<file path="config.mk">
export PLATFORM = sky130hd
export DESIGN_NAME = pll_reconfig_sequencer
export DESIGN_NICKNAME = d
export VERILOG_FILES = /design/src/rtl/pll_reconfig_pkg.sv /design/src/rtl/pll_lock_debouncer.sv /design/src/rtl/pll_reconfig_sequencer.sv
export SDC_FILE = /design/constraint.sdc
export NUM_CORES = 1
export LEC_CHECK = 0
export BUFFER_PORTS_ARGS = -buffer_cell sky130_fd_sc_hd__clkbuf_2
export CORE_ASPECT_RATIO = 2
export CORE_MARGIN = 3
export CORE_UTILIZATION = 51
export CTS_CLUSTER_SIZE = 10
export DETAILED_ROUTE_END_ITERATION = 6
export HOLD_SLACK_MARGIN = 0.08
export PLACE_DENSITY = 0.78
export SLEW_MARGIN = 0
export SYNTH_ARGS = -nofsm -noshare
export SYNTH_HDL_FRONTEND = slang
export SYNTH_SLANG_ARGS = --single-unit
</file>
<file path="constraint.sdc">
create_clock -name clk -period 2.3 [get_ports clk]
set_clock_uncertainty 0.1 [all_clocks]
set_input_delay 0.46 -clock clk [delete_from_list [all_inputs] [get_ports clk]]
set_output_delay 0.46 -clock clk [all_outputs]
set_load 0.05 [all_outputs]
</file>
<file path="src/rtl/pll_reconfig_pkg.sv">
// Shared widths, FSM state encoding and completion status codes for the
// PLL reconfiguration sequencer.
package pll_reconfig_pkg;

  localparam int unsigned VCO_MULT_W  = 7;
  localparam int unsigned VCO_INDIV_W = 7;
  localparam int unsigned OUT_IDX_W   = 3;
  localparam int unsigned OUT_DIV_W   = 8;
  localparam int unsigned OUT_PHASE_W = 9;

  typedef enum logic [3:0] {
    ST_IDLE,
    ST_START,
    ST_VCO,
    ST_VCO_WAIT,
    ST_OUT,
    ST_OUT_WAIT,
    ST_FINISH,
    ST_LOCK_WAIT,
    ST_RUN
  } pll_state_e;

  localparam logic [1:0] STATUS_OK           = 2'd0;
  localparam logic [1:0] STATUS_LOCK_TIMEOUT = 2'd1;
  localparam logic [1:0] STATUS_CMD_TIMEOUT  = 2'd2;

endpackage

</file>
<file path="src/rtl/pll_lock_debouncer.sv">
// Two-flop synchroniser for the raw PLL lock plus a run-length counter;
// lock_stable needs LOCK_STABLE_CYCLES consecutive synchronised ones.
module pll_lock_debouncer #(
  parameter int unsigned LOCK_STABLE_CYCLES = 1024
) (
  input  logic clk,
  input  logic rst_n,
  input  logic pll_locked,
  output logic lock_stable
);

  localparam int unsigned CNT_W = $clog2(LOCK_STABLE_CYCLES + 1);
  localparam logic [CNT_W-1:0] CNT_LAST = CNT_W'(LOCK_STABLE_CYCLES - 1);

  logic             r_sync1;
  logic             r_sync2;
  logic             r_stable;
  logic [CNT_W-1:0] r_cnt;

  always_ff @(posedge clk or negedge rst_n) begin
    if (!rst_n) begin
      r_sync1  <= 1'b0;
      r_sync2  <= 1'b0;
      r_stable <= 1'b0;
      r_cnt    <= '0;
    end else begin
      r_sync1 <= pll_locked;
      r_sync2 <= r_sync1;
      if (!r_sync2) begin
        r_cnt    <= '0;
        r_stable <= 1'b0;
      end else if (!r_stable) begin
        if (r_cnt == CNT_LAST) r_stable <= 1'b1;
        else                   r_cnt    <= r_cnt + 1'b1;
      end
    end
  end

  // Gated by the synchroniser so the drop is seen on the first synchronised 0.
  assign lock_stable = r_stable & r_sync2;

endmodule

</file>
<file path="src/rtl/pll_reconfig_sequencer.sv">
// Programs a ReconfigurablePLL from a latched configuration, waits for a debounced
// lock with retries, and sequences per-domain resets. Optional lock_loss_count
// output is enabled by defining PLL_RECONFIG_SEQUENCER_LOSS_COUNTER_EN.
module pll_reconfig_sequencer
  import pll_reconfig_pkg::*;
#(
  parameter int unsigned NUM_OUTPUTS        = 6,
  parameter int unsigned LOCK_STABLE_CYCLES = 1024,
  parameter int unsigned LOCK_TIMEOUT       = 65536,
  parameter int unsigned CMD_TIMEOUT        = 256,
  parameter int unsigned MAX_RETRIES        = 2
) (
  input  logic                            clk,
  input  logic                            rst_n,
  input  logic                            req_valid,
  output logic                            req_ready,
  input  logic [VCO_MULT_W-1:0]           cfg_vco_mult,
  input  logic [VCO_INDIV_W-1:0]          cfg_vco_indiv,
  input  logic                            cfg_vco_bandwidth,
  input  logic [NUM_OUTPUTS-1:0]          cfg_out_en,
  input  logic [OUT_DIV_W*NUM_OUTPUTS-1:0]   cfg_out_div,
  input  logic [OUT_PHASE_W*NUM_OUTPUTS-1:0] cfg_out_phase,
  output logic                            done,
  output logic [1:0]                      status,
  output logic                            busy,
  output logic                            lock_lost,
  output logic [NUM_OUTPUTS-1:0]          domain_rst_n,
  input  logic                            pll_locked,
  output logic                            reconfig_start,
  output logic                            reconfig_finish,
  input  logic                            reconfig_cmd_done,
  output logic                            reconfig_vco_en,
  output logic [VCO_MULT_W-1:0]           reconfig_vco_mult,
  output logic [VCO_INDIV_W-1:0]          reconfig_vco_indiv,
  output logic                            reconfig_vco_bandwidth,
  output logic                            reconfig_output_en,
  output logic [OUT_IDX_W-1:0]            reconfig_output_idx,
  output logic [OUT_DIV_W-1:0]            reconfig_output_div,
  output logic [OUT_PHASE_W-1:0]          reconfig_output_phase
`ifdef PLL_RECONFIG_SEQUENCER_LOSS_COUNTER_EN
  ,
  output logic [15:0]                     lock_loss_count
`endif
);

  localparam int unsigned CMD_CNT_W  = $clog2(CMD_TIMEOUT + 1);
  localparam int unsigned LOCK_CNT_W = $clog2(LOCK_TIMEOUT + 1);
  localparam int unsigned RETRY_W    = $clog2(MAX_RETRIES + 2);
  localparam logic [CMD_CNT_W-1:0]  CMD_LAST  = CMD_CNT_W'(CMD_TIMEOUT - 1);
  localparam logic [LOCK_CNT_W-1:0] LOCK_LAST = LOCK_CNT_W'(LOCK_TIMEOUT - 1);
  localparam logic [RETRY_W-1:0]    RETRY_MAX = RETRY_W'(MAX_RETRIES);
  localparam logic [OUT_IDX_W-1:0]  IDX_LAST  = OUT_IDX_W'(NUM_OUTPUTS - 1);

  pll_state_e              r_state;
  logic                    r_req_ready;
  logic                    r_done;
  logic [1:0]              r_status;
  logic                    r_lock_lost;
  logic [NUM_OUTPUTS-1:0]  r_domain_rst_n;
  logic                    r_start;
  logic                    r_finish;
  logic                    r_vco_en;
  logic [VCO_MULT_W-1:0]   r_vco_mult;
  logic [VCO_INDIV_W-1:0]  r_vco_indiv;
  logic                    r_vco_bw;
  logic                    r_out_en;
  logic [OUT_IDX_W-1:0]    r_out_idx;
  logic [OUT_DIV_W-1:0]    r_out_div;
  logic [OUT_PHASE_W-1:0]  r_out_phase;
  logic [CMD_CNT_W-1:0]    r_wait_cnt;
  logic [LOCK_CNT_W-1:0]   r_lock_cnt;
  logic [RETRY_W-1:0]      r_retry;
  logic [OUT_IDX_W-1:0]    r_idx;
  logic                    r_stable_d;

  logic [VCO_MULT_W-1:0]   r_cfg_mult;
  logic [VCO_INDIV_W-1:0]  r_cfg_indiv;
  logic                    r_cfg_bw;
  logic [NUM_OUTPUTS-1:0]  r_cfg_en;
  logic [OUT_DIV_W-1:0]    r_cfg_div   [NUM_OUTPUTS];
  logic [OUT_PHASE_W-1:0]  r_cfg_phase [NUM_OUTPUTS];

  logic w_lock_stable;
  logic w_lock_rise;
  logic w_idx_last;

  pll_lock_debouncer #(
    .LOCK_STABLE_CYCLES(LOCK_STABLE_CYCLES)
  ) u_debouncer (
    .clk        (clk),
    .rst_n      (rst_n),
    .pll_locked (pll_locked),
    .lock_stable(w_lock_stable)
  );

  assign w_lock_rise = w_lock_stable & ~r_stable_d;
  assign w_idx_last  = (r_idx == IDX_LAST);

  always_ff @(posedge clk or negedge rst_n) begin
    if (!rst_n) begin
      r_state        <= ST_IDLE;
      r_req_ready    <= 1'b1;
      r_done         <= 1'b0;
      r_status       <= STATUS_OK;
      r_lock_lost    <= 1'b0;
      r_domain_rst_n <= '0;
      r_start        <= 1'b0;
      r_finish       <= 1'b0;
      r_vco_en       <= 1'b0;
      r_vco_mult     <= '0;
      r_vco_indiv    <= '0;
      r_vco_bw       <= 1'b0;
      r_out_en       <= 1'b0;
      r_out_idx      <= '0;
      r_out_div      <= '0;
      r_out_phase    <= '0;
      r_wait_cnt     <= '0;
      r_lock_cnt     <= '0;
      r_retry        <= '0;
      r_idx          <= '0;
      r_stable_d     <= 1'b0;
      r_cfg_mult     <= '0;
      r_cfg_indiv    <= '0;
      r_cfg_bw       <= 1'b0;
      r_cfg_en       <= '0;
      for (int unsigned i = 0; i < NUM_OUTPUTS; i++) begin
        r_cfg_div[i]   <= '0;
        r_cfg_phase[i] <= '0;
      end
    end else begin
      r_start    <= 1'b0;
      r_finish   <= 1'b0;
      r_vco_en   <= 1'b0;
      r_out_en   <= 1'b0;
      r_done     <= 1'b0;
      r_stable_d <= w_lock_stable;

      // Command pulses are registered, so each appears in the first cycle of the
      // state that waits on it; that cycle already accepts reconfig_cmd_done.
      case (r_state)
        ST_IDLE, ST_RUN: begin
          if (req_valid) begin
            r_cfg_mult     <= cfg_vco_mult;
            r_cfg_indiv    <= cfg_vco_indiv;
            r_cfg_bw       <= cfg_vco_bandwidth;
            r_cfg_en       <= cfg_out_en;
            for (int unsigned i = 0; i < NUM_OUTPUTS; i++) begin
              r_cfg_div[i]   <= cfg_out_div[OUT_DIV_W*i +: OUT_DIV_W];
              r_cfg_phase[i] <= cfg_out_phase[OUT_PHASE_W*i +: OUT_PHASE_W];
            end
            r_lock_lost    <= 1'b0;
            r_retry        <= '0;
            r_domain_rst_n <= '0;
            r_req_ready    <= 1'b0;
            r_start        <= 1'b1;
            r_state        <= ST_START;
          end else if (r_state == ST_RUN && !w_lock_stable) begin
            r_domain_rst_n <= '0;
            r_lock_lost    <= 1'b1;
            r_state        <= ST_IDLE;
          end else if (r_state == ST_IDLE && w_lock_rise) begin
            r_domain_rst_n <= '1;
            r_state        <= ST_RUN;
          end
        end
        ST_START: begin
          r_vco_en    <= 1'b1;
          r_vco_mult  <= r_cfg_mult;
          r_vco_indiv <= r_cfg_indiv;
          r_vco_bw    <= r_cfg_bw;
          r_state     <= ST_VCO;
        end
        ST_VCO: begin
          if (reconfig_cmd_done) begin
            r_idx   <= '0;
            r_state <= ST_OUT;
          end else begin
            r_wait_cnt <= CMD_CNT_W'(1);
            r_state    <= ST_VCO_WAIT;
          end
        end
        ST_VCO_WAIT: begin
          if (reconfig_cmd_done) begin
            r_idx   <= '0;
            r_state <= ST_OUT;
          end else if (r_wait_cnt >= CMD_LAST) begin
            r_finish    <= 1'b1;
            r_done      <= 1'b1;
            r_status    <= STATUS_CMD_TIMEOUT;
            r_req_ready <= 1'b1;
            r_state     <= ST_IDLE;
          end else begin
            r_wait_cnt <= r_wait_cnt + 1'b1;
          end
        end
        ST_OUT: begin
          if (r_cfg_en[r_idx]) begin
            r_out_en    <= 1'b1;
            r_out_idx   <= r_idx;
            r_out_div   <= r_cfg_div[r_idx];
            r_out_phase <= r_cfg_phase[r_idx];
            r_wait_cnt  <= '0;
            r_state     <= ST_OUT_WAIT;
          end else if (w_idx_last) begin
            r_finish <= 1'b1;
            r_state  <= ST_FINISH;
          end else begin
            r_idx <= r_idx + 1'b1;
          end
        end
        ST_OUT_WAIT: begin
          if (reconfig_cmd_done) begin
            if (w_idx_last) begin
              r_finish <= 1'b1;
              r_state  <= ST_FINISH;
            end else begin
              r_idx   <= r_idx + 1'b1;
              r_state <= ST_OUT;
            end
          end else if (r_wait_cnt >= CMD_LAST) begin
            r_finish    <= 1'b1;
            r_done      <= 1'b1;
            r_status    <= STATUS_CMD_TIMEOUT;
            r_req_ready <= 1'b1;
            r_state     <= ST_IDLE;
          end else begin
            r_wait_cnt <= r_wait_cnt + 1'b1;
          end
        end
        ST_FINISH: begin
          r_lock_cnt <= '0;
          r_state    <= ST_LOCK_WAIT;
        end
        ST_LOCK_WAIT: begin
          if (w_lock_stable) begin
            r_domain_rst_n <= '1;
            r_done         <= 1'b1;
            r_status       <= STATUS_OK;
            r_req_ready    <= 1'b1;
            r_state        <= ST_RUN;
          end else if (r_lock_cnt == LOCK_LAST) begin
            if (r_retry < RETRY_MAX) begin
              r_retry <= r_retry + 1'b1;
              r_start <= 1'b1;
              r_state <= ST_START;
            end else begin
              r_done      <= 1'b1;
              r_status    <= STATUS_LOCK_TIMEOUT;
              r_req_ready <= 1'b1;
              r_state     <= ST_IDLE;
            end
          end else begin
            r_lock_cnt <= r_lock_cnt + 1'b1;
          end
        end
        default: begin
          r_req_ready <= 1'b1;
          r_state     <= ST_IDLE;
        end
      endcase
    end
  end

`ifdef PLL_RECONFIG_SEQUENCER_LOSS_COUNTER_EN
  logic [15:0] r_loss_cnt;

  always_ff @(posedge clk or negedge rst_n) begin
    if (!rst_n) begin
      r_loss_cnt <= '0;
    end else if (r_state == ST_RUN && !w_lock_stable && r_loss_cnt != '1) begin
      r_loss_cnt <= r_loss_cnt + 1'b1;
    end
  end

  assign lock_loss_count = r_loss_cnt;
`endif

  assign req_ready              = r_req_ready;
  assign busy                   = ~r_req_ready;
  assign done                   = r_done;
  assign status                 = r_status;
  assign lock_lost              = r_lock_lost;
  assign domain_rst_n           = r_domain_rst_n;
  assign reconfig_start         = r_start;
  assign reconfig_finish        = r_finish;
  assign reconfig_vco_en        = r_vco_en;
  assign reconfig_vco_mult      = r_vco_mult;
  assign reconfig_vco_indiv     = r_vco_indiv;
  assign reconfig_vco_bandwidth = r_vco_bw;
  assign reconfig_output_en     = r_out_en;
  assign reconfig_output_idx    = r_out_idx;
  assign reconfig_output_div    = r_out_div;
  assign reconfig_output_phase  = r_out_phase;

endmodule
</file>
==> results of run 1 <==
==> registers in the layout, summed over array words and instances, names as in the netlist, 2 cells and up <==
signal	flops
r_cfg_phase	54
r_cfg_div	48
r_lock_cnt	17
u_debouncer.r_cnt	11
r_wait_cnt	9
reconfig_output_phase	9
reconfig_output_div	8
r_cfg_indiv	7
r_cfg_mult	7
reconfig_vco_indiv	7
reconfig_vco_mult	7
r_cfg_en	6
r_state	4
r_idx	3
reconfig_output_idx	3
r_retry	2
status	2
==> worst min-delay path, delay by kind of cell <==
family / cells / cell delay, ns
buffers and inverters: 1 / 0.08
and+or+nand+nor: 2 / 0.12
==> power by group through the flow <==
stage	Clock, mW	Sequential [mW]	Combinational [mW]
after floorplan	0	6.97	3.40
after global placement	0	6.00	5.86
after detailed placement	0	6.08	6.00
after CTS	3.51	6.03	6.21
after global routing	3.64	6.24	6.97
final	3.44	6.11	6.37
==> cells in the mapped netlist (all sizes together) (3+ instances only) <==
cell type  instances  area (µm²)
dfrtp            217        5430
a22oi             17         128
mux2              37         417
mux4              18         405
xnor2              5        43.8
and2               7        43.8
nor2              48         180
clkbuf            23        86.3
a31oi              4        25.0
o22ai              5        31.3
and3               3        18.8
inv               18        67.6
nor4               3        33.8
nand3b             3        22.5
o31ai              6        45.0
a41oi              3        26.3
ha                 7        87.6
nand2            395        1490
a21o               4        30.0
o21ai             25         125
a21oi             34         185
buf               35         201
o21a               3        22.5
nand3             15        75.1
nor2b              6        37.5
nand4             10        62.6
or3                7        43.8
nor3              13        70.1
xor2              13         114
==> area by class of cell <==
type / count / area share (%)
Sequential cell: 218 / 41.3
Tap cell: 255 / 2.41
Inverter: 18 / 0.511
Clock inverter: 1 / 0.0662
Timing Repair Buffer: 348 / 19.4
Multi-Input combinational cell: 720 / 31.2
Antenna cell: 1 / 0.0189
Clock buffer: 36 / 5.04
==> logic make-up (layout without fill, tap and decap cells) <==
logic type	count (synthesis)	count (layout)	share of synthesized area (%)
AO/OA/AOI/OAI	116	116	7.83
XOR/XNOR	18	18	1.60
adder cells (fa/ha/maj)	8	8	0.990
buffers and inverters	76	403	3.60
flip-flops	218	218	55.3
multiplexers	55	55	8.34
other	0	1	0
AND/OR/NAND/NOR	523	523	22.3
==> worst min-delay path by stage <==
stage,to,from,cells after the start
2_1_floorplan,domain_rst_n[4],rst_n,0
6_report,r_cfg_phase[33],cfg_out_phase[24],3
3_3_place_gp,u_debouncer.r_sync2,u_debouncer.r_sync1,0
3_5_place_dp,u_debouncer.r_sync2,u_debouncer.r_sync1,0
5_1_grt,r_cfg_phase[33],cfg_out_phase[24],3
4_1_cts,r_cfg_div[39],cfg_out_div[15],3
==> repair_timing <==
item	CTS	global route
hold buffers	118	0
resized for setup	0	10
endpoints found under the hold margin	162	0
setup endpoints to repair	3	16
pin swaps	3	11
buffers inserted	1	7
==> layer usage <==
layer / part of all wire [%] / up-vias / GRT usage [%]
li1: - / 4009 / -
met1: 34 / 4246 / 28.4
met2: 55 / 355 / 49.9
met3: 5.3 / 124 / 4.20
met4: 5.9 / 0 / 14.8
met5: 0 / - / 0
==> metrics by stage <==
step | std cells | worst slack [ns] | util (%) | hold slack [ns]
2_1_floorplan | 1014 | -0.00781 | - | 0.0644
3_3_place_gp | 1433 | -0.0219 | 59.6 | 0.270
3_5_place_dp | 1433 | -0.0247 | 59.6 | 0.265
4_1_cts | 1589 | 0.0219 | 69.4 | 0.0811
5_1_grt | 1597 | -0.125 | 69.9 | 0.0806
6_report | 1597 | 0.0303 | 69.9 | 0.0883
==> results.json, run 1 <==
{
  "maxClockFrequency_mhz": 441,
  "ys_warn_count": 0,
  "grt_use_total_pct": 26.8,
  "drt_iter0_drc": 518,
  "final_common_cell": "nand2_1",
  "ys_seq_area_share_pct": 55.3,
  "crit_cells": 9,
  "relSlewSlack_pct": 66.1,
  "cts.clk_slew.worst_paths_ns": 0.05,
  "numPortBuffers": 178,
  "route.detailed.drc": 0,
  "place_congestion": 0.840,
  "syn_area_per_cell_um2": 9.72,
  "syn_nets": 1149,
  "clockBufferDepth": 3,
  "syn2layout_area_growth_pct": 34.1,
  "drive_gt1_share_pct": 24.8,
  "netlist_area_um2": 9860,
  "p_seq_share_pct": 38.4,
  "place_area_um2": 11300,
  "grt_pass1_wl_mm": 45.8,
  "insertion_delay_ns": 0.51,
  "start_kind": "flip-flop",
  "setup_viol_count_final": 0,
  "grt_pass1_vias": 9364,
  "antenna_found_initial": 1,
  "hold_class": "in -> reg",
  "power_mw": 15.9,
  "cp-startpoint": "r_lock_cnt[6]",
  "r2r_start": "r_lock_cnt[6]",
  "wl_per_cell_um": 17.5,
  "final_antenna_net_count": 0,
  "overflow": 0,
  "leakagePower_nw": 6.63,
  "via_per_inst": 5.47,
  "ir_drop_v": 0.000989,
  "synth.distinct_cells": 61,
  "grt_max_degree": 82,
  "cts_root_buffer": "clkbuf_16",
  "rsz0062_at_grt": "true",
  "row_count": 71,
  "synth_edf_count": 0,
  "switching_share_pct": 39.3,
  "reg2reg_depth": 9,
  "powerDensity_nw_per_um2": 1200,
  "p_clk_share_pct": 21.6,
  "ios": 179,
  "ys_ff_latch": 218,
  "reg2reg_to": "r_lock_cnt[9]",
  "crit_required_ns": 2.60,
  "post-route-period-util_pct": 98.7,
  "cts_tree": "done",
  "syn-instance-count": 1014,
  "filler_cell_count": 1289,
  "cts_max_level": 1,
  "status": "finished clean",
  "worst-slew-pin-transition_ns": 0.508,
  "multi_input_area_um2": 4130,
  "die_y_um": 203,
  "worstSetupEndpoint": "r_lock_cnt[9]",
  "max_stage_delay_ns": 0.49,
  "r2r_slack_ns": 0.03,
  "wirelength_mm": 28.0,
  "seq_area_um2": 5460,
  "cp_slowest_cell": "a2111oi_4",
  "dieArea_um2": 21100,
  "crit_fanout": 5,
  "crit_type": "reg -> reg",
  "crit_family": "compound AO/OA/AOI/OAI gates",
  "cts_num_sinks": 218,
  "p_switching_mw": 6.26,
  "setup_tns_ns": 0,
  "crit_path_end_kind": "flip-flop",
  "crit_chain": "and4_1, nand4_1, nor2_1, ha_2, a21o_1, a2111oi_4, nand4_1, xor2_1, nor2_1",
  "fin_crit_ns": 2.27,
  "synth_top_flop_cell": "dfrtp_1",
  "hpwl_mm": 16.6,
  "critPathArrivalTime_ns": 2.57,
  "core_um2": 18900,
  "drt_first_pass_iters": 7,
  "fp.dieW_um": 104,
  "mostFrequentLayoutCells": "nand2_1 (393), dfrtp_1 (216), clkbuf_2 (177)",
  "crit_buf_inv": 0,
  "nNetsFinal": 1466,
  "p_int_mw": 9.66,
  "hold_viol_final": 0,
  "finalInstanceArea_um2": 13200,
  "comb_power_share_pct": 40.0,
  "vias": 8734,
  "slew_viol_final": 0,
  "drv_cap": 0,
  "cts_buffers": 25,
  "initial_core_util_pct": 52.1,
  "synth_async_sr_flop_share_pct": 100
}
(Power assumes the default switching activity.)
==> inputs of run 2 (changes only) <==
PLACE_DENSITY = 0.77   (was 0.78)
==> run 2 against run 1 <==
  * The run now ends with DRC left
  * Critical path depth grew 1
  * Design area is essentially flat
  * Sequential power is essentially flat
  * Clock-buffer cell count grew 1
  * Sequential share of layout area is essentially flat
  * Utilization is essentially flat
  * Clock power is essentially flat
  * Register-to-register slack lost 0.03 ns
  * Via count shrank 0.17%
  * Combinational power is essentially flat
  * Die area is the same
  * Largest power group unchanged
==> results.json, run 2 (synthesis gave the netlist of run 1 again) <==
{
  "power_mw": 15.9,
  "grt_pass1_vias": 9466,
  "cts_num_sinks": 218,
  "largest_reg_flops": 54,
  "reg_top3": "r_cfg_phase: 54 flops, r_cfg_div: 48 flops, r_lock_cnt: 17 flops",
  "clockBufferDepth": 3,
  "syn2layout_area_growth_pct": 34.2,
  "initial_core_util_pct": 52.1,
  "finalInstanceArea_um2": 13200,
  "core_um2": 18900,
  "overflow": 0,
  "hp-start": "cfg_out_phase[47]",
  "grt_pass1_wl_mm": 46.1,
  "vias": 8719,
  "nNetsFinal": 1467,
  "grt_use_met3_pct": 4.01,
  "p_switching_mw": 6.22,
  "pre_cts_slack_ns": -0.00733,
  "p_int_mw": 9.65,
  "maxClockFrequency_mhz": 435,
  "top_usage_layer": "met2",
  "grt_util_met2_pct": 48.5,
  "drt_iter0_drc": 512,
  "start_kind": "flip-flop",
  "row_count": 71,
  "place_congestion": 0.842,
  "grt_util_met1_pct": 28.7,
  "comb_power_share_pct": 40.0,
  "cts_buffers": 25,
  "dieArea_um2": 21100,
  "grt_max_degree": 78,
  "hold_viol_final": 0,
  "grt_use_total_pct": 26.7,
  "hold_class": "in -> reg",
  "cts.clk_slew.worst_paths_ns": 0.05,
  "setup_viol_count_final": 0,
  "fp.dieW_um": 104,
  "crit_fanout": 4,
  "crit_required_ns": 2.58,
  "critPathArrivalTime_ns": 2.58,
  "dp.cells": 1433,
  "relSlewSlack_pct": 64.4,
  "insertion_delay_ns": 0.51,
  "place_area_um2": 11300,
  "status": "finished with violations",
  "rsz0062_at_grt": "true",
  "crit_path_end_kind": "flip-flop",
  "cp-startpoint": "r_lock_cnt[9]",
  "crit_type": "reg -> reg",
  "cts_tree": "done",
  "hold_slack_ns": 0.0968,
  "cts_max_level": 1,
  "regMostFlops": "r_cfg_phase",
  "final_common_cell": "nand2_1",
  "wl_per_cell_um": 17.3,
  "drt_first_pass_iters": 7,
  "fin_crit_ns": 2.30,
  "setup_ws_ns": 0.000254,
  "route.detailed.drc": 1,
  "leakagePower_nw": 6.62,
  "drv_cap": 0,
  "hpwl_mm": 16.7,
  "final_antenna_net_count": 0,
  "ir_drop_v": 0.000755,
  "ios": 179,
  "failed_checks": "DRC",
  "p_seq_share_pct": 38.4,
  "drive_gt1_share_pct": 24.9,
  "r2r_start": "r_lock_cnt[9]",
  "fin_cells": 1600,
  "worst-slew-pin-transition_ns": 0.530,
  "powerDensity_nw_per_um2": 1200,
  "mostFrequentLayoutCells": "nand2_1 (392), dfrtp_1 (216), clkbuf_2 (177)",
  "die_y_um": 203,
  "antenna_found_initial": 2,
  "p_clk_share_pct": 21.6,
  "numPortBuffers": 178,
  "slew_viol_final": 0,
  "via_per_inst": 5.45,
  "post-route-period-util_pct": 100,
  "wirelength_mm": 27.7,
  "switching_share_pct": 39.2,
  "cts_root_buffer": "clkbuf_16"
}
-- run 2: layer usage --
| layer | share of wire, % | vias up | routed length (µm) |
|---|---|---|---|
| met4 | 6.9 | 0 | 1910 |
| met3 | 4.8 | 134 | 1330 |
| met5 | 0 | - | 0 |
| met1 | 34 | 4229 | 9540 |
| li1 | - | 4009 | - |
| met2 | 54 | 347 | 14900 |
-- run 2: timing repair --
item	CTS	global route
pin swaps	3	16
hold buffers	119	0
setup endpoints to repair	4	16
cloned	0	1
gates resized for setup	1	14
hold endpoints to repair	170	0
setup buffers	1	6
-- run 2: power by group through the flow --
stage | registers, mW | logic [mW] | clock network (mW)
4_1_cts | 6.04 | 6.22 | 3.51
6_report | 6.09 | 6.34 | 3.43
3_5_place_dp | 6.10 | 6.01 | 0
3_3_place_gp | 6.00 | 5.87 | 0
5_1_grt | 6.22 | 6.96 | 3.66
2_1_floorplan | 6.97 | 3.40 | 0
-- run 2: path summary, 6_finish.rpt --
check,endpoint,slack (ns),cells after the start
max reg2reg,r_lock_cnt[15],0.0003,10
min in group asynchronous,done,0.38,2
max in group asynchronous,reconfig_vco_indiv[4],1.03,3
min,r_cfg_phase[2],0.1,3
max,r_lock_cnt[15],0.0003,10
min reg2reg,u_debouncer.r_sync2,0.25,0
-- run 2: area by class of cell --
class	count	area, µm²
antenna	2	5.00
clock buffer	37	671
clock inverter	1	8.76
fill	1322	5690
inverter	18	67.6
multi-input combinational	720	4140
sequential	218	5460
tap	255	319
timing repair buffer	349	2570
-- run 2: critical path: stages (launching register included) --
cell,delay [ns]
dfrtp_1,0.38
and4_4,0.20
nand4_1,0.11
nor2_1,0.07
ha_2,0.17
a21o_1,0.21
a2111oi_4,0.46
buf_4,0.20
nor2b_4,0.13
xnor2_1,0.11
nor2_1,0.05
-- run 2: through the flow --
stage | util, % | setup TNS [ns]
after detailed placement | 59.5 | -0.0146
after global placement | 59.5 | 0
final | 69.9 | 0
after floorplan | - | -0.00781
after global routing | 69.9 | -0.446
after CTS | 69.4 | 0
==> inputs of run 3 (changes only) <==
CORE_UTILIZATION = 56   (was 51)
PLACE_DENSITY = 0.8   (was 0.77)
clock period = 2.2 ns   (was 2.3 ns; I/O delays follow)
==> run 3 against run 2 <==
  * The flow now finishes without violations
  * Worst setup slack improved by 0.026 ns
  * Via count grew 5.1%
  * Sequential share of layout area shrank 0.51 points
  * Critical path depth decreased by 1
  * Final cell count is 1.8% lower
  * Combinational power up 8.2%
  * Sequential power increased by 7.2%
==> results.json, run 3 (synthesis gave the netlist of run 1 again) <==
{
  "largest_reg_flops": 54,
  "crit_type": "reg -> reg",
  "die_y_um": 194,
  "drive_gt1_share_pct": 26.2,
  "final_common_cell": "nand2_1",
  "numPortBuffers": 178,
  "fp.dieW_um": 99.8,
  "wl_per_cell_um": 19.7,
  "post-route-period-util_pct": 98.8,
  "grt_max_degree": 75,
  "via_per_inst": 5.83,
  "critPathArrivalTime_ns": 2.50,
  "insertion_delay_ns": 0.50,
  "r2r_slack_ns": 0.03,
  "ios": 179,
  "worst-slew-pin-transition_ns": 0.547,
  "fin_cells": 1571,
  "grt_use_total_pct": 32.4,
  "dp.cells": 1400,
  "drv_cap": 0,
  "nNetsFinal": 1483,
  "cts_buffers": 25,
  "setup_ws_ns": 0.0262,
  "hpwl_mm": 16.9,
  "slew_viol_final": 0,
  "final_antenna_net_count": 0,
  "setup_viol_count_final": 0,
  "hold_class": "in -> reg",
  "crit_fanout": 7,
  "hold_depth": 3,
  "dieArea_um2": 19300,
  "hold_viol_final": 0,
  "relSlewSlack_pct": 63.5,
  "clockBufferDepth": 3,
  "row_count": 68,
  "grt_pass1_wl_mm": 49.5,
  "regMostFlops": "r_cfg_phase",
  "cts_max_level": 1,
  "filler_cell_count": 1046,
  "drt_iter0_drc": 589,
  "drt_first_pass_iters": 5,
  "status": "finished clean",
  "rsz0062_at_grt": "true",
  "grt_pass1_vias": 9934,
  "reg_top3": "r_cfg_phase: 54 flops, r_cfg_div: 48 flops, r_lock_cnt: 17 flops",
  "mostFrequentLayoutCells": "nand2_1 (392), dfrtp_1 (216), clkbuf_2 (177)",
  "cts_root_buffer": "clkbuf_16",
  "route.detailed.drc": 0,
  "reg2reg_depth": 9,
  "overflow": 0,
  "core_um2": 17300,
  "wirelength_mm": 30.9,
  "cts.clk_slew.worst_paths_ns": 0.06,
  "place_congestion": 0.927,
  "fin_crit_ns": 2.17,
  "vias": 9161,
  "initial_core_util_pct": 57.1,
  "powerDensity_nw_per_um2": 1270,
  "crit_path_end_kind": "flip-flop",
  "start_kind": "flip-flop",
  "hold_slack_ns": 0.101,
  "leakagePower_nw": 6.73,
  "syn2layout_area_growth_pct": 35.9,
  "cts_num_sinks": 218,
  "maxClockFrequency_mhz": 460,
  "cts_tree": "done",
  "ir_drop_v": 0.000888,
  "crit_required_ns": 2.53,
  "antenna_found_initial": 4,
  "pre_cts_slack_ns": -0.0367
}
[run 3: changes by cell type in the layout (fill, tap and decap cells not counted), moves of 2 or more]
cell | previous run | this run
a21oi_1 | 31 | 28
a21oi_2 | 1 | 4
buf_12 | 7 | 9
buf_4 | 43 | 54
clkbuf_1 | 12 | 10
diode_2 | 2 | 4
dlygate4sd3_1 | 119 | 123
nor2_1 | 47 | 45
nor2_4 | 0 | 2
or3_1 | 7 | 4
or3_4 | 0 | 3
[run 3: per-layer routing]
| metal | up-vias | global-route usage (%) | wire [µm] |
|---|---|---|---|
| li1 | 4041 | - | - |
| met1 | 4425 | 34.2 | 9790 |
| met2 | 522 | 57.7 | 16800 |
| met3 | 173 | 5.01 | 1910 |
| met4 | 0 | 21.8 | 2380 |
| met5 | - | 0 | 0 |
[run 3: area by class of cell]
class	count	area, µm²	share of cell area [%]
repair buffers	365	2730	20.4
well taps	210	263	1.96
flip-flops and latches	218	5460	40.7
inverters	18	67.6	0.504
clock buffers	36	677	5.05
multi-input cells	720	4200	31.3
diodes	4	10.0	0.0747
[run 3: report_power, final]
group | total, mW | switching [mW] | internal [mW]
Combinational | 6.86 | 4.31 | 2.55
Sequential | 6.53 | 1.03 | 5.50
Clock | 3.59 | 1.50 | 2.09
Total | 17.0 | 6.84 | 10.1
[run 3: worst max-delay path, cell delays in order (launching register included)]
cell	delay, ns
dfrtp_1	0.38
and4_4	0.20
nand4_1	0.09
nor2_1	0.06
ha_2	0.17
a21o_1	0.21
a21oi_2	0.19
nand3_2	0.16
or3_4	0.41
a21oi_2	0.14
[run 3: repair_timing]
action	in CTS	in global routing
hold buffers	123	0
endpoints found under the setup margin	3	22
setup buffers	0	8
endpoints found under the hold margin	185	0
resized for setup	3	19
pin swaps	0	8
[run 3: worst paths after layout]
kind                                           from              endpoint
worst max-delay path                  r_lock_cnt[9]        r_lock_cnt[12]
max in group asynchronous                     rst_n         r_cfg_div[21]
worst min-delay path              cfg_out_phase[38]       r_cfg_phase[11]
worst max register to register        r_lock_cnt[9]        r_lock_cnt[12]
worst min register to register  u_debouncer.r_sync1   u_debouncer.r_sync2
min in group asynchronous                     rst_n  u_debouncer.r_cnt[8]
[run 3: per-stage QoR]
step / total power, mW / area (µm²) / utilization [%] / TNS [ns]
5_1_grt: 17.8 / 13400 / 77.6 / -0.361
3_3_place_gp: 12.4 / 11300 / 65.5 / -0.00217
6_report: 17.0 / 13400 / 77.6 / 0
2_1_floorplan: 10.8 / 9900 / - / -0.0000764
4_1_cts: 16.4 / 13200 / 76.6 / -0.00360
3_5_place_dp: 12.6 / 11300 / 65.5 / -0.0685
